`config.mk`:
```
export PLATFORM = sky130hd
export DESIGN_NAME = etc_lane_arbiter_flat
export DESIGN_NICKNAME = d
export VERILOG_FILES = /design/src/rtl/etc_lane_arbiter_pkg.sv /design/src/rtl/etc_lane_arbiter_if.sv /design/src/rtl/etc_lane_arbiter_rr_pick.sv /design/src/rtl/etc_lane_arbiter.sv /design/src/flat_wrapper.sv
export SDC_FILE = /design/constraint.sdc
export NUM_CORES = 1
export LEC_CHECK = 0
export BUFFER_PORTS_ARGS = -buffer_cell sky130_fd_sc_hd__buf_4
export CORE_MARGIN = 2
export CORE_UTILIZATION = 60
export CTS_CLUSTER_DIAMETER = 80
export DETAILED_ROUTE_END_ITERATION = 12
export GPL_TIMING_DRIVEN = 0
export PLACE_DENSITY = 0.84
export SYNTH_ARGS = -nofsm -noshare
export SYNTH_HDL_FRONTEND = slang
export SYNTH_SLANG_ARGS = --single-unit
```
`constraint.sdc`:
```
create_clock -name clk -period 4.3 [get_ports clk]
set_clock_uncertainty 0.2 [all_clocks]
set_input_delay 0.43 -clock clk [delete_from_list [all_inputs] [get_ports clk]]
set_output_delay 0.43 -clock clk [all_outputs]
set_load 0.005 [all_outputs]
```
`src/rtl/etc_lane_arbiter_pkg.sv`:
```
// Shared encodings for the ETC lane arbiter: Epass status, violation codes and
// the scheduler state encoding.
package etc_pkg;

    localparam logic [1:0] EPASS_NONE   = 2'b00;
    localparam logic [1:0] EPASS_OK     = 2'b01;
    localparam logic [1:0] EPASS_LOWBAL = 2'b10;
    localparam logic [1:0] EPASS_BLACK  = 2'b11;

    localparam logic [1:0] VIOL_NONE      = 2'b00;
    localparam logic [1:0] VIOL_OVERSPEED = 2'b01;
    localparam logic [1:0] VIOL_EPASS     = 2'b10;
    localparam logic [1:0] VIOL_TIMEOUT   = 2'b11;

    typedef enum logic [1:0] {
        ST_IDLE   = 2'd0,
        ST_GRANT  = 2'd1,
        ST_WAIT   = 2'd2,
        ST_DECIDE = 2'd3
    } state_e;

endpackage

```
`src/rtl/etc_lane_arbiter_if.sv`:
```
// Lane, datapath and barrier signals of the arbiter; master is the arbiter,
// slave is the gantry environment (lanes, datapath, barrier drivers).
interface etc_lane_arbiter_if #(
    parameter int NUM_LANES   = 4,
    parameter int WIDTH_SPEED = 14
);
    localparam int SW = $clog2(NUM_LANES);

    logic [NUM_LANES-1:0]   lane_req;
    logic [2*NUM_LANES-1:0] lane_epass;
    logic [NUM_LANES-1:0]   manual_open;
    logic                   dp_done;
    logic [WIDTH_SPEED-1:0] dp_speed;
    logic                   dp_start;
    logic [SW-1:0]          dp_lane_sel;
    logic                   busy;
    logic [NUM_LANES-1:0]   barrier;
    logic                   violation;
    logic [SW-1:0]          violation_lane;
    logic [1:0]             violation_code;

    modport master (
        input  lane_req, lane_epass, manual_open, dp_done, dp_speed,
        output dp_start, dp_lane_sel, busy, barrier, violation, violation_lane, violation_code
    );

    modport slave (
        output lane_req, lane_epass, manual_open, dp_done, dp_speed,
        input  dp_start, dp_lane_sel, busy, barrier, violation, violation_lane, violation_code
    );

endinterface

```
`src/rtl/etc_lane_arbiter_rr_pick.sv`:
```
// Combinational round-robin select: first eligible lane at or after ptr_i,
// wrapping modulo NUM_LANES.
module etc_rr_pick #(
    parameter int NUM_LANES = 4
) (
    input  logic [NUM_LANES-1:0]         eligible_i,
    input  logic [$clog2(NUM_LANES)-1:0] ptr_i,
    output logic [$clog2(NUM_LANES)-1:0] idx_o,
    output logic                         valid_o
);
    localparam int SW = $clog2(NUM_LANES);

    logic [SW-1:0] cand [NUM_LANES];

    generate
        for (genvar gi = 0; gi < NUM_LANES; gi++) begin : g_cand
            assign cand[gi] = SW'((int'(ptr_i) + gi) % NUM_LANES);
        end
    endgenerate

    // Scan from the farthest offset down so the closest eligible lane wins.
    always_comb begin
        idx_o   = '0;
        valid_o = 1'b0;
        for (int k = NUM_LANES - 1; k >= 0; k--) begin
            if (eligible_i[cand[k]]) begin
                idx_o   = cand[k];
                valid_o = 1'b1;
            end
        end
    end

endmodule

```
`src/rtl/etc_lane_arbiter.sv`:
```
// Round-robin owner of the shared speed datapath; judges each measured vehicle
// against its Epass status and drives per-lane barrier hold timers.
module etc_lane_arbiter
    import etc_pkg::*;
#(
    parameter int                     NUM_LANES    = 4,
    parameter int                     WIDTH_SPEED  = 14,
    parameter logic [WIDTH_SPEED-1:0] SPEED_LIMIT  = 14'd80,
    parameter int                     TIMEOUT      = 50_000_000,
    parameter int                     BARRIER_HOLD = 150_000_000
) (
    input logic               clk,
    input logic               reset_n,
    etc_lane_arbiter_if.master bus
);
    localparam int SW = $clog2(NUM_LANES);
    localparam int TW = $clog2(TIMEOUT);
    localparam int HW = $clog2(BARRIER_HOLD + 1);

    localparam logic [TW-1:0] TMO_LAST  = TW'(TIMEOUT - 1);
    localparam logic [HW-1:0] HOLD_LOAD = HW'(BARRIER_HOLD);
    localparam logic [SW-1:0] LAST_LANE = SW'(NUM_LANES - 1);

    state_e                 state_q, state_d;
    logic [SW-1:0]          sel_q, sel_d;
    logic [SW-1:0]          rr_ptr_q, rr_ptr_d;
    logic [NUM_LANES-1:0]   served_q, served_d;
    logic [TW-1:0]          tmo_cnt_q, tmo_cnt_d;
    logic [WIDTH_SPEED-1:0] speed_q, speed_d;

    logic                   dp_start_q;
    logic                   busy_q;
    logic                   violation_q;
    logic [SW-1:0]          violation_lane_q;
    logic [1:0]             violation_code_q;
    logic [NUM_LANES-1:0]   barrier_q, barrier_d;

    logic                   viol_d;
    logic [1:0]             viol_code_d;
    logic                   hold_load;
    logic [NUM_LANES-1:0]   eligible;
    logic [SW-1:0]          pick_idx;
    logic                   pick_valid;
    logic [SW-1:0]          next_lane;
    logic [1:0]             sel_epass;

    assign eligible  = bus.lane_req & ~served_q;
    assign next_lane = (sel_q == LAST_LANE) ? '0 : sel_q + 1'b1;
    assign sel_epass = bus.lane_epass[{sel_q, 1'b0} +: 2];

    etc_rr_pick #(.NUM_LANES(NUM_LANES)) u_pick (
        .eligible_i (eligible),
        .ptr_i      (rr_ptr_q),
        .idx_o      (pick_idx),
        .valid_o    (pick_valid)
    );

    always_comb begin
        state_d     = state_q;
        sel_d       = sel_q;
        rr_ptr_d    = rr_ptr_q;
        tmo_cnt_d   = tmo_cnt_q;
        speed_d     = speed_q;
        viol_d      = 1'b0;
        viol_code_d = VIOL_NONE;
        hold_load   = 1'b0;
        case (state_q)
            ST_IDLE: begin
                if (pick_valid) begin
                    sel_d   = pick_idx;
                    state_d = ST_GRANT;
                end
            end
            ST_GRANT: begin
                tmo_cnt_d = '0;
                state_d   = ST_WAIT;
            end
            ST_WAIT: begin
                // A result arriving on the last allowed cycle still counts.
                if (bus.dp_done) begin
                    speed_d  = bus.dp_speed;
                    rr_ptr_d = next_lane;
                    state_d  = ST_DECIDE;
                end else if (tmo_cnt_q == TMO_LAST) begin
                    viol_d      = 1'b1;
                    viol_code_d = VIOL_TIMEOUT;
                    rr_ptr_d    = next_lane;
                    state_d     = ST_IDLE;
                end else begin
                    tmo_cnt_d = tmo_cnt_q + 1'b1;
                end
            end
            ST_DECIDE: begin
                if (sel_epass != EPASS_OK) begin
                    viol_d      = 1'b1;
                    viol_code_d = VIOL_EPASS;
                end else if (speed_q > SPEED_LIMIT) begin
                    viol_d      = 1'b1;
                    viol_code_d = VIOL_OVERSPEED;
                end else begin
                    hold_load = 1'b1;
                end
                rr_ptr_d = next_lane;
                state_d  = ST_IDLE;
            end
            default: state_d = ST_IDLE;
        endcase
    end

    generate
        for (genvar gi = 0; gi < NUM_LANES; gi++) begin : g_lane
            logic [HW-1:0] hold_q, hold_d;

            // served stays set for as long as the same vehicle keeps the zone occupied
            assign served_d[gi] = bus.lane_req[gi] &
                                  (served_q[gi] | ((state_q == ST_GRANT) && (sel_q == SW'(gi))));

            always_comb begin
                hold_d = hold_q;
                if (hold_load && (sel_q == SW'(gi))) begin
                    hold_d = HOLD_LOAD;
                end else if ((hold_q != '0) && !eligible[gi]) begin
                    hold_d = hold_q - 1'b1;
                end
            end

            always_ff @(posedge clk or negedge reset_n) begin
                if (!reset_n) begin
                    hold_q <= '0;
                end else begin
                    hold_q <= hold_d;
                end
            end

            assign barrier_d[gi] = bus.manual_open[gi] | (hold_d != '0);
        end
    endgenerate

    always_ff @(posedge clk or negedge reset_n) begin
        if (!reset_n) begin
            state_q          <= ST_IDLE;
            sel_q            <= '0;
            rr_ptr_q         <= '0;
            served_q         <= '0;
            tmo_cnt_q        <= '0;
            speed_q          <= '0;
            dp_start_q       <= 1'b0;
            busy_q           <= 1'b0;
            violation_q      <= 1'b0;
            violation_lane_q <= '0;
            violation_code_q <= VIOL_NONE;
            barrier_q        <= '0;
        end else begin
            state_q     <= state_d;
            sel_q       <= sel_d;
            rr_ptr_q    <= rr_ptr_d;
            served_q    <= served_d;
            tmo_cnt_q   <= tmo_cnt_d;
            speed_q     <= speed_d;
            dp_start_q  <= (state_q == ST_GRANT);
            busy_q      <= (state_d != ST_IDLE);
            violation_q <= viol_d;
            barrier_q   <= barrier_d;
            if (viol_d) begin
                violation_lane_q <= sel_q;
                violation_code_q <= viol_code_d;
            end
        end
    end

    assign bus.dp_start       = dp_start_q;
    assign bus.dp_lane_sel    = sel_q;
    assign bus.busy           = busy_q;
    assign bus.barrier        = barrier_q;
    assign bus.violation      = violation_q;
    assign bus.violation_lane = violation_lane_q;
    assign bus.violation_code = violation_code_q;

endmodule

```
`src/flat_wrapper.sv`:
```
// flat-port wrapper written by rule: the top's interface ports become plain ports
module etc_lane_arbiter_flat import etc_pkg::*;
#(
    parameter int                     NUM_LANES    = 4,
    parameter int                     WIDTH_SPEED  = 14,
    parameter logic [WIDTH_SPEED-1:0] SPEED_LIMIT  = 14'd80,
    parameter int                     TIMEOUT      = 50_000_000,
    parameter int                     BARRIER_HOLD = 150_000_000
)
  (clk, reset_n, bus_lane_req, bus_lane_epass, bus_manual_open, bus_dp_done, bus_dp_speed, bus_dp_start, bus_dp_lane_sel, bus_busy, bus_barrier, bus_violation, bus_violation_lane, bus_violation_code);
  etc_lane_arbiter_if #(.NUM_LANES(NUM_LANES), .WIDTH_SPEED(WIDTH_SPEED)) bus_i ();
  input logic clk;
  input logic reset_n;
  input wire logic [$bits(bus_i.lane_req)-1:0] bus_lane_req;
  input wire logic [$bits(bus_i.lane_epass)-1:0] bus_lane_epass;
  input wire logic [$bits(bus_i.manual_open)-1:0] bus_manual_open;
  input wire logic [$bits(bus_i.dp_done)-1:0] bus_dp_done;
  input wire logic [$bits(bus_i.dp_speed)-1:0] bus_dp_speed;
  output wire logic [$bits(bus_i.dp_start)-1:0] bus_dp_start;
  output wire logic [$bits(bus_i.dp_lane_sel)-1:0] bus_dp_lane_sel;
  output wire logic [$bits(bus_i.busy)-1:0] bus_busy;
  output wire logic [$bits(bus_i.barrier)-1:0] bus_barrier;
  output wire logic [$bits(bus_i.violation)-1:0] bus_violation;
  output wire logic [$bits(bus_i.violation_lane)-1:0] bus_violation_lane;
  output wire logic [$bits(bus_i.violation_code)-1:0] bus_violation_code;
  assign bus_i.lane_req = bus_lane_req;
  assign bus_i.lane_epass = bus_lane_epass;
  assign bus_i.manual_open = bus_manual_open;
  assign bus_i.dp_done = bus_dp_done;
  assign bus_i.dp_speed = bus_dp_speed;
  assign bus_dp_start = bus_i.dp_start;
  assign bus_dp_lane_sel = bus_i.dp_lane_sel;
  assign bus_busy = bus_i.busy;
  assign bus_barrier = bus_i.barrier;
  assign bus_violation = bus_i.violation;
  assign bus_violation_lane = bus_i.violation_lane;
  assign bus_violation_code = bus_i.violation_code;
  etc_lane_arbiter #(.NUM_LANES(NUM_LANES), .WIDTH_SPEED(WIDTH_SPEED), .SPEED_LIMIT(SPEED_LIMIT), .TIMEOUT(TIMEOUT), .BARRIER_HOLD(BARRIER_HOLD)) u_core (.clk(clk), .reset_n(reset_n), .bus(bus_i));
endmodule
```
==> results_dict.tcl <==
set metrics [dict create \
    htree_levels 4 \
    numClockSinks 173 \
    clock_latency_ps 430 \
    startpoint "u_core.g_lane[0].hold_q[2]$_DFF_PN0_" \
    synth_xor_area_frac 0.0980 \
    hold_viol_final 0 \
    synth.area.top_cells "dfrtp_1, nor2_1, xnor2_1" \
    critical_path.endpoint_type "flip-flop" \
    final_common_cell "dfrtp_1" \
    setup_tns_ps 0 \
    place.gp.congestion 0.899 \
    grt_max_degree 109 \
    max-vdd-ir-drop_v 0.000412 \
    max_freq_ghz 0.251 \
    min_period_ps 3990 \
    setup_violations 0 \
    synth-simple-area-share 0.294 \
    fp.dieArea_um2 16800 \
    antenna_found_initial 0 \
    power_density_nw_per_um2 646 \
    die_x_um 129 \
    synth_edf_count 0 \
    rsz0062_at_grt "false" \
    syn_nets 1058 \
    tightest_slew_ps 1050 \
    crit_type "reg -> reg" \
    num_rows 45 \
    viasPerCell 6.00 \
    io_buffers 45 \
    n_antenna_cell 0 \
    track_usage 0.268 \
    crit_chain "or4_1 > nor4_1 > inv_1 > or4_4 > xor2_2 > nand2_1 > or4_1 > or4_1" \
    crit_end "u_core.bus.barrier[0]$_DFF_PN0_" \
    synth_fa_ha_area_frac 0.0172 \
    ant_nets 0 \
    numCtsBuffers 17 \
    cts_tree "done" \
    synth-seq-cells 173 \
    syn_inst 1012 \
    reg2reg_to "u_core.bus.barrier[0]$_DFF_PN0_" \
    leakage_nw 4.67 \
    layout-drive-gt1-share 0.112 \
    wirelength_um 21200 \
    cpLargestDelayFamily "simple AND/OR/NAND/NOR gates" \
    synth_top_area_share 0.458 \
    dpl.hpwl_um 14800 \
    synth-warning-count 0 \
    max_stage_delay_ps 640 \
    clk_pin_slew_ps 60 \
    synth.mux.area_fraction 0.0335 \
    first_iter_violations 887 \
    path_buf_inv 1 \
    cts_root_buffer "clkbuf_16" \
    route.detailed.drc 0 \
    yosysTopAreaCell "dfrtp_1" \
    hold_path_class "in -> reg" \
    grt_first_pass_wirelength_um 35900 \
    first_pass_iters 6 \
    status "complete, no violations" \
    coreArea_um2 15300 \
    slowest_stage "or4_1" \
    drv_slew 0 \
    synth_compound_area_frac 0.0736 \
    worst-path-max-fanout 6 \
    dieHeight_um 129 \
    p_total_mw 6.89 \
    grt_pass1_vias 7504 \
    dr_total_vias 7804 \
    start_util 0.617 \
    final_nets 1124 \
    cpMostUsedCell "or4_1" \
    postSynthAreaPerCell_um2 9.33 \
    maxSlewHeadroom 0.291 \
    finalCritPeriodShare 0.927 \
    yosysUniqueCellTypes 67 \
    routedWlPerCell_um 16.3 \
    start_kind "flip-flop" \
    io_pins 46 \
    cts_buffer_depth 2 \
    syn_area_um2 9450 \
    reg2reg_slack_ps 310 \
    synth_top_family_by_area "simple AND/OR/NAND/NOR gates" \
    whs_ps 29.5 \
    cp.depth 8 \
    r2r_cells 8 \
    r2r_start "u_core.g_lane[0].hold_q[2]$_DFF_PN0_" \
    globalRoute.totalOverflow 0 \
    required_ps 4390 \
    ys.flop_type "dfrtp_1" \
    ys_seq_area_frac 0.458 \
    cp.arrival_ps 4080 \
    syn2layout_area_growth_pct 12.9 \
    async_flop_share 1.00 \
    drv_cap 0 \
    final_cell_mix "dfrtp_1, nor2_1, nand2_1" \
]
[worst reg2reg max path: cells and delay by family (launching register included)]
| kind | cells | cell delay (ps) |
|---|---|---|
| simple gates | 6 | 2910 |
| flops | 1 | 420 |
| buf+inv | 1 | 160 |
| xor+xnor | 1 | 160 |
[layout make-up]
class / instances / area (um2)
multi-input cells: 785 / 4890
fillers: 1169 / 4650
flip-flops and latches: 173 / 4330
clock buffers: 18 / 439
repair buffers: 47 / 383
well taps: 211 / 264
plain buffers: 35 / 171
clock inverters: 12 / 124
inverters: 19 / 71.3
[power by group]
part / switching [mW] / internal, mW / total, mW
clock network: 0.628 / 0.858 / 1.49
logic: 1.49 / 1.13 / 2.62
registers: 0.583 / 2.20 / 2.78
[worst min path at each step]
stage | start | end | cells after the start
finish | bus_dp_speed[13] | u_core.speed_q[13]$_DFFE_PN0P_ | 2
detailed placement | reset_n | u_core.g_lane[0].hold_q[21]$_DFF_PN0_ | 1
floorplan | reset_n | u_core.bus.barrier[0]$_DFF_PN0_ | 0
CTS | bus_dp_speed[13] | u_core.speed_q[13]$_DFFE_PN0P_ | 2
global route | bus_dp_speed[1] | u_core.speed_q[1]$_DFFE_PN0P_ | 2
global placement | u_core.tmo_cnt_q[23]$_DFFE_PN0P_ | u_core.tmo_cnt_q[23]$_DFFE_PN0P_ | 1
[logic make-up after synthesis]
group           count (synthesis)
simple gates                  535
flops                         173
compound gates                105
xor+xnor                      104
buf+inv                        54
mux                            28
fa+ha+maj                      13
[sequential cells by signal, indices dropped and copies added (netlist names), 4 cells and up]
register and cells:
u_core.tmo_cnt_q 26, u_core.g_lane.hold_q 112, u_core.bus.barrier 4, u_core.speed_q 14, u_core.served_q 4
[routing by layer]
layer	vias up	track usage	routed length, um
li1	3727	-	-
met1	3794	0.371	9730
met2	252	0.434	9980
met3	31	0.0508	1080
met4	0	0.0765	380
met5	-	0	0
[Yosys cell counts (4+ instances only)]
cell        n
or3_1      18
o211ai_1    5
nor4b_1    14
nand2b_1   11
nand4_1    19
nor4bb_1    4
or2_2       5
o31ai_1    10
and4_1      5
and3_1     11
o21ai_0    26
nor4_1     40
clkbuf_1   30
buf_6       4
nand2_1   114
nor2b_1    12
xor2_1     47
inv_1      18
a21oi_1    26
or4_1      17
mux2_2     19
nor3b_1     7
a31oi_1     6
nor2_1    139
o31a_1      5
mux2i_1     8
nor3_1     41
dfrtp_1   173
and2_1     11
ha_1       13
nand3_1    49
xnor2_1    55
[stage by stage]
| stage | utilization | setup slack (ps) | instances | instance area, um2 |
|---|---|---|---|---|
| floorplan | - | 719 | 1012 | 9450 |
| global placement | 0.656 | 340 | 1268 | 10000 |
| finish | 0.697 | 314 | 1300 | 10700 |
| global route | 0.697 | 163 | 1300 | 10700 |
| detailed placement | 0.659 | 348 | 1269 | 10100 |
| CTS | 0.696 | 340 | 1300 | 10700 |
[timing repair]
action                                 CTS  global route
gates resized for setup                  0             1
endpoints found under the hold margin   65             0
setup endpoints to repair                0             1
hold buffers                             1             0
setup buffers                            0             0
Power figures use the tool's default switching activity.
